File: src/rtl/alu_seq_if.sv
// Switch/button inputs and registered result/flag outputs of the ALU sequencer.
interface alu_seq_if #(
    parameter int unsigned BUS_WIDTH = 16
);
    logic [BUS_WIDTH-1:0] i_switches;
    logic                 i_button;
    logic [BUS_WIDTH-1:0] o_result;
    logic                 o_zero;
    logic                 o_carry;
    logic                 o_overflow;
    logic                 o_valid;
    logic [1:0]           o_state;

    modport master (
        output i_switches, i_button,
        input  o_result, o_zero, o_carry, o_overflow, o_valid, o_state
    );

    modport slave (
        input  i_switches, i_button,
        output o_result, o_zero, o_carry, o_overflow, o_valid, o_state
    );
endinterface

File: src/rtl/alu_sequencer.sv
// Button-stepped operand/opcode capture feeding a registered ALU.
// Define ALU_SEQ_DEBOUNCE_EN to enable the stable-level button filter.
module alu_sequencer #(
    parameter int unsigned BUS_WIDTH       = 16,
    parameter int unsigned OP_WIDTH        = 6,
    parameter int unsigned DEBOUNCE_CYCLES = 1000
) (
    input logic       clk,
    input logic       reset,
    alu_seq_if.slave  bus
);
    typedef enum logic [1:0] {StA = 2'b00, StB = 2'b01, StOp = 2'b10, StRes = 2'b11} state_e;

    localparam logic [OP_WIDTH-1:0] OpAdd = OP_WIDTH'(6'b100000);
    localparam logic [OP_WIDTH-1:0] OpSub = OP_WIDTH'(6'b100010);
    localparam logic [OP_WIDTH-1:0] OpAnd = OP_WIDTH'(6'b100100);
    localparam logic [OP_WIDTH-1:0] OpOr  = OP_WIDTH'(6'b100101);
    localparam logic [OP_WIDTH-1:0] OpXor = OP_WIDTH'(6'b100110);
    localparam logic [OP_WIDTH-1:0] OpNor = OP_WIDTH'(6'b100111);
    localparam logic [OP_WIDTH-1:0] OpSrl = OP_WIDTH'(6'b000010);
    localparam logic [OP_WIDTH-1:0] OpSra = OP_WIDTH'(6'b000011);

    if (BUS_WIDTH < 4 || DEBOUNCE_CYCLES < 2 || OP_WIDTH > BUS_WIDTH) begin : g_param_check
        $error("alu_sequencer: illegal parameter combination");
    end

    logic [1:0] sync_q;
    logic       level;
    logic       hist_q;
    logic       advance;

`ifdef ALU_SEQ_DEBOUNCE_EN
    localparam int unsigned CntW = $clog2(DEBOUNCE_CYCLES);
    logic [CntW-1:0] cnt_q;
    logic            level_q;

    // Level flips only after DEBOUNCE_CYCLES consecutive mismatching samples.
    always_ff @(posedge clk) begin
        if (reset) begin
            cnt_q   <= '0;
            level_q <= 1'b0;
        end else if (sync_q[1] != level_q) begin
            if (cnt_q == CntW'(DEBOUNCE_CYCLES - 1)) begin
                cnt_q   <= '0;
                level_q <= sync_q[1];
            end else begin
                cnt_q <= cnt_q + 1'b1;
            end
        end else begin
            cnt_q <= '0;
        end
    end
    assign level = level_q;
`else
    assign level = sync_q[1];
`endif

    always_ff @(posedge clk) begin
        if (reset) begin
            sync_q <= '0;
            hist_q <= 1'b0;
        end else begin
            sync_q <= {sync_q[0], bus.i_button};
            hist_q <= level;
        end
    end
    assign advance = level & ~hist_q;

    state_e               state_q, state_d;
    logic [BUS_WIDTH-1:0] a_q, a_d, b_q, b_d, res_q, res_d;
    logic [OP_WIDTH-1:0]  op_q, op_d;
    logic                 zero_q, zero_d, carry_q, carry_d, ovf_q, ovf_d, valid_q, valid_d;

    logic [BUS_WIDTH:0]   sum, diff;
    logic [BUS_WIDTH-1:0] alu_res;
    logic                 alu_c, alu_v, sh_big, msb_a, msb_b;

    always_comb begin
        sum     = {1'b0, a_q} + {1'b0, b_q};
        diff    = {1'b0, a_q} - {1'b0, b_q};
        msb_a   = a_q[BUS_WIDTH-1];
        msb_b   = b_q[BUS_WIDTH-1];
        sh_big  = (b_q >= BUS_WIDTH'(BUS_WIDTH));
        alu_res = '0;
        alu_c   = 1'b0;
        alu_v   = 1'b0;
        case (op_q)
            OpAdd: begin
                alu_res = sum[BUS_WIDTH-1:0];
                alu_c   = sum[BUS_WIDTH];
                alu_v   = (msb_a == msb_b) && (sum[BUS_WIDTH-1] != msb_a);
            end
            OpSub: begin
                alu_res = diff[BUS_WIDTH-1:0];
                alu_c   = diff[BUS_WIDTH];
                alu_v   = (msb_a != msb_b) && (diff[BUS_WIDTH-1] != msb_a);
            end
            OpAnd: alu_res = a_q & b_q;
            OpOr:  alu_res = a_q | b_q;
            OpXor: alu_res = a_q ^ b_q;
            OpNor: alu_res = ~(a_q | b_q);
            OpSrl: alu_res = sh_big ? '0 : (a_q >> b_q);
            OpSra: alu_res = sh_big ? {BUS_WIDTH{msb_a}} : BUS_WIDTH'($signed(a_q) >>> b_q);
            default: alu_res = '0;
        endcase
    end

    always_comb begin
        state_d = state_q;
        a_d     = a_q;
        b_d     = b_q;
        op_d    = op_q;
        res_d   = res_q;
        zero_d  = zero_q;
        carry_d = carry_q;
        ovf_d   = ovf_q;
        valid_d = valid_q;
        unique case (state_q)
            StA: if (advance) begin
                a_d     = bus.i_switches;
                state_d = StB;
            end
            StB: if (advance) begin
                b_d     = bus.i_switches;
                state_d = StOp;
            end
            StOp: if (advance) begin
                op_d    = bus.i_switches[OP_WIDTH-1:0];
                state_d = StRes;
            end
            StRes: begin
                // Result loads once, on the first edge spent in StRes.
                if (!valid_q) begin
                    res_d   = alu_res;
                    zero_d  = (alu_res == '0);
                    carry_d = alu_c;
                    ovf_d   = alu_v;
                    valid_d = 1'b1;
                end
                if (advance) begin
                    valid_d = 1'b0;
                    state_d = StA;
                end
            end
            default: state_d = StA;
        endcase
    end

    always_ff @(posedge clk) begin
        if (reset) begin
            state_q <= StA;
            a_q     <= '0;
            b_q     <= '0;
            op_q    <= '0;
            res_q   <= '0;
            zero_q  <= 1'b0;
            carry_q <= 1'b0;
            ovf_q   <= 1'b0;
            valid_q <= 1'b0;
        end else begin
            state_q <= state_d;
            a_q     <= a_d;
            b_q     <= b_d;
            op_q    <= op_d;
            res_q   <= res_d;
            zero_q  <= zero_d;
            carry_q <= carry_d;
            ovf_q   <= ovf_d;
            valid_q <= valid_d;
        end
    end

    assign bus.o_result   = res_q;
    assign bus.o_zero     = zero_q;
    assign bus.o_carry    = carry_q;
    assign bus.o_overflow = ovf_q;
    assign bus.o_valid    = valid_q;
    assign bus.o_state    = state_q;
endmodule

File: src/flat_wrapper.sv
// flat-port wrapper written by rule: the top's interface ports become plain ports
module alu_sequencer_flat 
#(
    parameter int unsigned BUS_WIDTH       = 16,
    parameter int unsigned OP_WIDTH        = 6,
    parameter int unsigned DEBOUNCE_CYCLES = 1000
)
  (clk, reset, bus_i_switches, bus_i_button, bus_o_result, bus_o_zero, bus_o_carry, bus_o_overflow, bus_o_valid, bus_o_state);
  alu_seq_if #(.BUS_WIDTH(BUS_WIDTH)) bus_i ();
  input logic clk;
  input logic reset;
  input wire logic [$bits(bus_i.i_switches)-1:0] bus_i_switches;
  input wire logic [$bits(bus_i.i_button)-1:0] bus_i_button;
  output wire logic [$bits(bus_i.o_result)-1:0] bus_o_result;
  output wire logic [$bits(bus_i.o_zero)-1:0] bus_o_zero;
  output wire logic [$bits(bus_i.o_carry)-1:0] bus_o_carry;
  output wire logic [$bits(bus_i.o_overflow)-1:0] bus_o_overflow;
  output wire logic [$bits(bus_i.o_valid)-1:0] bus_o_valid;
  output wire logic [$bits(bus_i.o_state)-1:0] bus_o_state;
  assign bus_i.i_switches = bus_i_switches;
  assign bus_i.i_button = bus_i_button;
  assign bus_o_result = bus_i.o_result;
  assign bus_o_zero = bus_i.o_zero;
  assign bus_o_carry = bus_i.o_carry;
  assign bus_o_overflow = bus_i.o_overflow;
  assign bus_o_valid = bus_i.o_valid;
  assign bus_o_state = bus_i.o_state;
  alu_sequencer #(.BUS_WIDTH(BUS_WIDTH), .OP_WIDTH(OP_WIDTH), .DEBOUNCE_CYCLES(DEBOUNCE_CYCLES)) u_core (.clk(clk), .reset(reset), .bus(bus_i));
endmodule
File: config.mk
export PLATFORM = sky130hd
export DESIGN_NAME = alu_sequencer_flat
export DESIGN_NICKNAME = d
export VERILOG_FILES = /design/src/rtl/alu_seq_if.sv /design/src/rtl/alu_sequencer.sv /design/src/flat_wrapper.sv
export SDC_FILE = /design/constraint.sdc
export NUM_CORES = 1
export LEC_CHECK = 0
export ABC_AREA = 1
export BUFFER_PORTS_ARGS = -buffer_cell sky130_fd_sc_hd__buf_2
export CAP_MARGIN = 10
export CORE_AREA = 4 4 164 166
export CTS_CLUSTER_DIAMETER = 150
export CTS_CLUSTER_SIZE = 14
export DETAILED_ROUTE_END_ITERATION = 16
export DIE_AREA = 0 0 168 170
export GPL_TIMING_DRIVEN = 0
export SYNTH_ARGS = -nofsm -noshare
export SYNTH_HDL_FRONTEND = slang
export SYNTH_SLANG_ARGS = --single-unit
File: constraint.sdc
create_clock -name clk -period 3.7 [get_ports clk]
set_input_delay 0.185 -clock clk [delete_from_list [all_inputs] [get_ports clk]]
set_output_delay 0.185 -clock clk [all_outputs]
set_load 0.005 [all_outputs]
# After elaboration in Yosys (flattened, before gate mapping)
# Index checks and enable logic that the tools add are counted.
totals:
  ff_bits: 63
  in_bits: 19
  output_inout_bits: 22
  wordCells: 62
op_classes:
  add_sub_neg: 2
  magnitude_cmp: 1
  eq_ne: 19
  shift: 2
  n_mux: 11
  n_bitwise: 7
  n_reduce_logical: 9
op_table:
  columns: ["op", "count"]
  rows:
  - ["$pmux 16 s8", 1]
  - ["$eq 6x6->1 const B", 6]
  - ["$mux 16", 2]
  - ["$add 16x16->17", 1]
  - ["$sub 16x16->17", 1]
  - ["$and 16x16->16", 1]
  - ["$ge 16x5->1 const B", 1]
  - ["$logic_not 16->1", 1]
  - ["$not 16->16", 1]
  - ["$or 16x16->16", 1]
  - ["$shr 16x16->16", 1]
  - ["$sshr 16x16->16", 1]
  - ["$xor 16x16->16", 1]
  - ["$eq 6x2->1 const B", 2]
  - ["$mux 2", 4]
  - ["$ne 2x1->1 const B", 4]
  - ["$pmux 2 s4", 1]
  - ["$reduce_and 2->1", 4]
  - ["$eq 2x2->1 const B", 2]
  - ["$pmux 1 s2", 2]
  - ["$reduce_and 4->1", 1]
  - ["$ne 1x1->1", 3]
  - ["$eq 2x1->1 const B", 1]
  - ["$logic_and 1x1->1", 2]
  - ["5 further kinds", 6]

# Depth between registers and ports, before layout
logic_depth:
  depth_word: 4
  ltp_mapped: 22
  mapped_depth_nobuf: 22

# Least setup slack after synthesis
# No wires, ideal clock.
synth_timing:
  kind: "flip-flop to flip-flop"
  startpoint: "register u_core.b_q[1]"
  endpoint: "register u_core.zero_q (netlist: u_core.bus.o_zero)"
  setup_time_ns: 0.071
  t_arrival_ns: 2.639
  required_time_ns: 3.629
  path_slack_ns: 0.990
  stages_incl_launch_ff: 20
  path_buffers: 2
  period_less_slack_ns: 2.710
  cell_sequence: "dfxtp_1 > buf_2 > clkinv_1 > buf_1 > fa_1 > o21ai_2 > nand2_1 > nand2_1 > nand3_1 > nand2_1 > nand2_1 > nand3_1 > nand3_1 > nor2_1 > nand2_1 > nor2_1 > nand2_1 > nor2_1 > nand4_1 > a21oi_1"
synth_between:
  elab_chain_len: 4
  word_cells_on_any_way: 13
  cone_classes: "add/sub (2); order compare (1); shift (2); mux (3); bitwise (4); reduce/logical (1)"
synth_rtl:
  columns: ["item", "line_no", "rtl"]
  rows:
  - ["start, declared", "alu_sequencer.sv:70", "logic [BUS_WIDTH-1:0] a_q, a_d, b_q, b_d, res_q, res_d;"]
  - ["start signal, assigned", "alu_sequencer.sv:153", "b_q <= '0;"]
  - ["start signal, assigned", "alu_sequencer.sv:163", "b_q <= b_d;"]
  - ["$ge 16x5->1, or another cell as far along", "alu_sequencer.sv:83", "sh_big = (b_q >= BUS_WIDTH'(BUS_WIDTH));"]
  - ["$mux 16, or another cell as far along", "alu_sequencer.sv:103", "OpSra: alu_res = sh_big ? {BUS_WIDTH{msb_a}} : BUS_WIDTH'($signed(a_q) >>> b_q);"]
  - ["$pmux 16 s8 (*)", "alu_sequencer.sv:87", "case (op_q)"]
  - ["$logic_not 16->1 (*)", "alu_sequencer.sv:135", "zero_d = (alu_res == '0);"]
  - ["end signal, assigned", "alu_sequencer.sv:166", "zero_q <= zero_d;"]
  - ["end, declared", "alu_sequencer.sv:72", "logic zero_q, zero_d, carry_q, carry_d, ovf_q, ovf_d, valid_q, valid_d;"]
# Every way passes the cells marked *; elsewhere a longest branch is shown, timed or not.
# A chain may end at the register's enable or synchronous reset.

# Worst setup path after layout
# Same ends and word-level chain as after synthesis.

==> run summary <==
The run finished with clean final reports. The share of final-layout standard cells stronger than drive strength 1 is a little under a tenth. The floorplan step set the die width to roughly 170 um. The worst register-to-register path has a setup slack of between 0.3 and 0.4 ns.

Global routing used 17.2% of the available tracks across all layers. The cell depth of the worst hold path is 3. The met3 wire length is ~1900 um. The number of antenna cells inserted came out at 0. The number of enable-type register cells in the synthesized netlist came out at 0. The number of placed instances, taps included is between 1,000 and 1,500. The most frequently used flop master after synthesis is sky130_fd_sc_hd__dfxtp_1. The initial antenna violation count came out at 0. The share of Yosys cell area claimed by the top area cell type is about a fifth.

Among all cell types in the netlist, the one instantiated most often is sky130_fd_sc_hd__nand2_1. TritonCTS built the clock tree. The power per standard cell area is between 300 and 400 mW/mm^2.

Using the TritonRoute via totals, the vias-per-cell ratio works out to roughly 5.1. The headroom to the max-slew limit is between 50% and 60%. The number of maximum-capacitance violations is 0.

The number of filler instances in the final layout is 2,931. Once detail routing completed, the nets flagged for antenna violations numbered 0. From synthesis to final layout, the design area changed by 15.1%. The level count of the clock H-tree is 3. The tree is rooted in a sky130_fd_sc_hd__clkbuf_16. The transition time at the pin with the least slew margin is a little under 0.7 ns. The endpoint of the lowest-slack register-to-register path is u_core.bus.o_zero$_SDFFE_PP0P_. The area used by sequential logic in the layout is around 0.0013 sq mm. The number of warnings printed during yosys synthesis is 0.

The worst hold path terminates at u_core.sync_q[0]$_SDFF_PP0_. The number of iterations in the first detailed-routing pass came out at 6. The weighted congestion reported at the end of routability-driven placement came out at about 1. The first-pass GRT wire length is roughly 39,000 um. The die covers between 0.02 and 0.03 sq mm. The sort of element at the end of the critical path is a register. The met1 wire length came out at 11,100 um. After detailed routing, the total wire length is roughly 25,000 um. The number of non-filler instances in the completed layout came out at between 1,000 and 1,500. The average instance area after synthesis came out at 5.86 sq um. The class of the tightest hold or removal check is in -> reg. For this design, the slowest cell found on the critical path is sky130_fd_sc_hd__fa_2.

Dividing the detail-routed wire length by the instance count gives 17.1 um. The top fanout value on the critical path came out at 12. The final hold violation count came out at 0. The number of sinks driven by the clock tree came out at between 60 and 70. The fmax is between 200 and 300 MHz.

The die span in y came out at between 150 and 200 um. The final number of max-transition violations is 0. The met2 wire length came out at 10,400 um.

Setup repair after global routing left no endpoint under its margin. The final worst-path cycle share is about nine tenths. The count of different cell masters after synthesis came out at 42. By area the synthesized netlist is led by sky130_fd_sc_hd__dfxtp_1, sky130_fd_sc_hd__nand2_1, sky130_fd_sc_hd__ha_1.

Setup violations remaining at the end of the flow were counted as 0. The total of buffers placed on input and output ports is 40. The core region is between 0.02 and 0.03 sq mm. The maximum ir drop on the vdd rail is around 0.23 mV. At the later pin of the worst-skew pair, clock insertion delay measures around 0.34 ns. The detailed placement HPWL came out at around 20,000 um. Summing every instance area after synthesis gives 0.00628 sq mm. The share of flip-flops with an asynchronous set or reset came out at 0%. The pre-CTS worst setup slack came out at -0.125 ns. The cell count after synthesis came out at 1,071. The data required time at the worst endpoint is 3.97 ns. Among the stages of the critical path, the cell type that occurs most often is sky130_fd_sc_hd__nand2_1.

The number of placement rows is 59. The number of cells on the worst reg-to-reg path is 19. In this run the static leakage power is around 3.5 nW. The cell taking the most area after synthesis is sky130_fd_sc_hd__dfxtp_1. By count the netlist is led by sky130_fd_sc_hd__nand2_1, sky130_fd_sc_hd__inv_1, sky130_fd_sc_hd__nor2_1. The synthesis-stage register bit count is 63.

The largest stage delay on the critical path is 0.43 ns. Traced cell by cell, the critical path runs through clkbuf_4, clkinvlp_4, clkbuf_4, fa_2, o21ai_4, nand2_1, nand2_1, a21oi_1, nand2_1, nand2_1, nand2_1, nand3_1, nor2_1, nand2_1, nor2_1, nand2_1, nor2_1, nand4_1, a21oi_1. The via count of the first global-routing pass was approximately 6,900. In this run, post-CTS hold repair placed 0 buffers. The clock passes through at most 2 buffers. Synthesis produced a netlist with a net count of around 1,100. The post-route worst setup slack came out at approximately 0.31 ns. Once the floorplan was initialized, standard cells occupied between 20% and 30% of the core. The multi-input combinational cells in the finished layout cover a total of between 0.004 and 0.005 sq mm. The worst clock skew is roughly 0.0073 ns. The register area share after synthesis came out at 20.1%.

The largest net degree at the start of global routing came out at 17. The clock-pin slew on the worst setup and hold paths came out at approximately 0.06 ns. The number of DRC markers after the initial detailed-route iteration is between 700 and 800. The worst min-delay path startpoint is bus_i_button. The worst setup path is of the reg -> reg kind. The total I/O pin count is 41. The DRC violation count after routing came out at 0. Subtracting the final worst setup slack from the clock period gives approximately 3.4 ns. The highest metal layer carrying signal wires in the routed design is met4. In this run, CTS created clock tree buffers numbering 9. The net count of the finished layout is 1,198. For this block, the via count after detailed routing is 7,474. After global routing the overflow that remains totals 0.

The critical path arrival came out at around 3.7 ns. The worst setup path is launched from a register. The startpoint identified for the worst register-to-register timing path is u_core.b_q[1]$_SDFFE_PP0P_.
==> layout by cell type, fill, tap and decap left out, drive strengths merged <==
cell type | synthesis | routed
nand2 | 287 | 287
inv | 120 | 119
nor2 | 117 | 117
nand3 | 102 | 102
a21oi | 95 | 95
o21ai | 93 | 93
buf | 23 | 65
dfxtp | 63 | 63
ha | 52 | 52
clkbuf | 23 | 35
nand4 | 34 | 34
o211ai | 12 | 12
nor3 | 10 | 10
clkinvlp | 0 | 4
o221ai | 4 | 4
o22ai | 4 | 4
clkinv | 2 | 4
o21bai | 3 | 3
xor2 | 3 | 3
o31ai | 3 | 3
a31oi | 3 | 3
a211oi | 3 | 3
a221oi | 3 | 3
nand3b | 2 | 2
nor3b | 2 | 2
o21a | 2 | 2
fa | 2 | 2
nor4 | 1 | 1
a21o | 1 | 1
o2111ai | 1 | 1
a21boi | 1 | 1
==> sequential cells by signal, indices dropped and copies added, names as in the netlist <==
register               cells
u_core.sync_q              2
u_core.bus.o_zero          1
u_core.bus.o_result       16
u_core.op_q                6
u_core.a_q                16
u_core.b_q                16
u_core.bus.o_state         2
u_core.bus.o_valid         1
u_core.hist_q              1
u_core.bus.o_carry         1
u_core.bus.o_overflow      1
==> final cells by class <==
type	instances	area share, %
Tap cell	335	5.80
Sequential cell	63	17.5
Timing Repair Buffer	45	3.29
Clock inverter	5	0.467
Multi-Input combinational cell	840	60.4
Clock buffer	11	3.36
Inverter	122	6.44
Buffer	44	2.77
==> worst max-delay path, delay by kind of cell, from the launching register on <==
| kind | cells | cell delay [ns] |
|---|---|---|
| flip-flops | 1 | 0.40 |
| AND/OR/NAND/NOR | 12 | 1.41 |
| adder cells (fa/ha/maj) | 1 | 0.43 |
| AO/OA/AOI/OAI | 3 | 0.48 |
| buffers and inverters | 3 | 0.57 |
==> through the flow <==
stage | setup TNS, ns | total power [W] | util, % | hold WS (ns) | instance area (sq um)
after floorplan | 0 | 0.00122 | - | 0.292 | 6280
after global placement | -0.0754 | 0.00142 | 26.9 | 0.394 | 6900
after detailed placement | -0.125 | 0.00142 | 26.9 | 0.394 | 6900
after CTS | 0 | 0.00223 | 28.0 | 0.0481 | 7170
after global routing | 0 | 0.00236 | 28.2 | 0.0742 | 7230
final | 0 | 0.00223 | 28.2 | 0.0525 | 7230
==> cells by family after synthesis <==
group           synth area share [%]
simple gates                    37.7
compound gates                  20.3
buf+inv                         10.5
flops                           20.1
fa+ha+maj                       11.0
xor+xnor                       0.419
==> how the worst max path moves through the flow <==
stage,startpoint,end,slack (ns),cells after the start
6_report,u_core.b_q[1]$_SDFFE_PP0P_,u_core.bus.o_zero$_SDFFE_PP0P_,0.31,19
5_1_grt,u_core.b_q[2]$_SDFFE_PP0P_,u_core.bus.o_zero$_SDFFE_PP0P_,0.03,21
4_1_cts,u_core.b_q[1]$_SDFFE_PP0P_,u_core.bus.o_zero$_SDFFE_PP0P_,0.03,19
3_5_place_dp,u_core.b_q[1]$_SDFFE_PP0P_,u_core.bus.o_zero$_SDFFE_PP0P_,-0.13,19
3_3_place_gp,u_core.b_q[1]$_SDFFE_PP0P_,u_core.bus.o_zero$_SDFFE_PP0P_,-0.08,19
2_1_floorplan,u_core.b_q[1]$_SDFFE_PP0P_,u_core.bus.o_zero$_SDFFE_PP0P_,0.99,19
==> routing by layer <==
layer  vias to the layer above  GRT usage (%)
met1                      3398           23.0
met3                        66           2.46
met5                         -              0
li1                       3665              -
met2                       345           26.1
met4                         0           10.3
==> power breakdown <==
| group | switching, W | total (W) | internal (W) |
|---|---|---|---|
| Combinational | 0.000462 | 0.000676 | 0.000214 |
| Sequential | 0.0000382 | 0.000750 | 0.000711 |
| Clock | 0.000335 | 0.000806 | 0.000470 |
==> timing repair <==
item	CTS	global route
buffers inserted	0	5
endpoints found under the hold margin	0	0
endpoints found under the setup margin	1	2
gates resized for setup	1	7
gates cloned	0	0
Power figures use the tool's default switching activity.
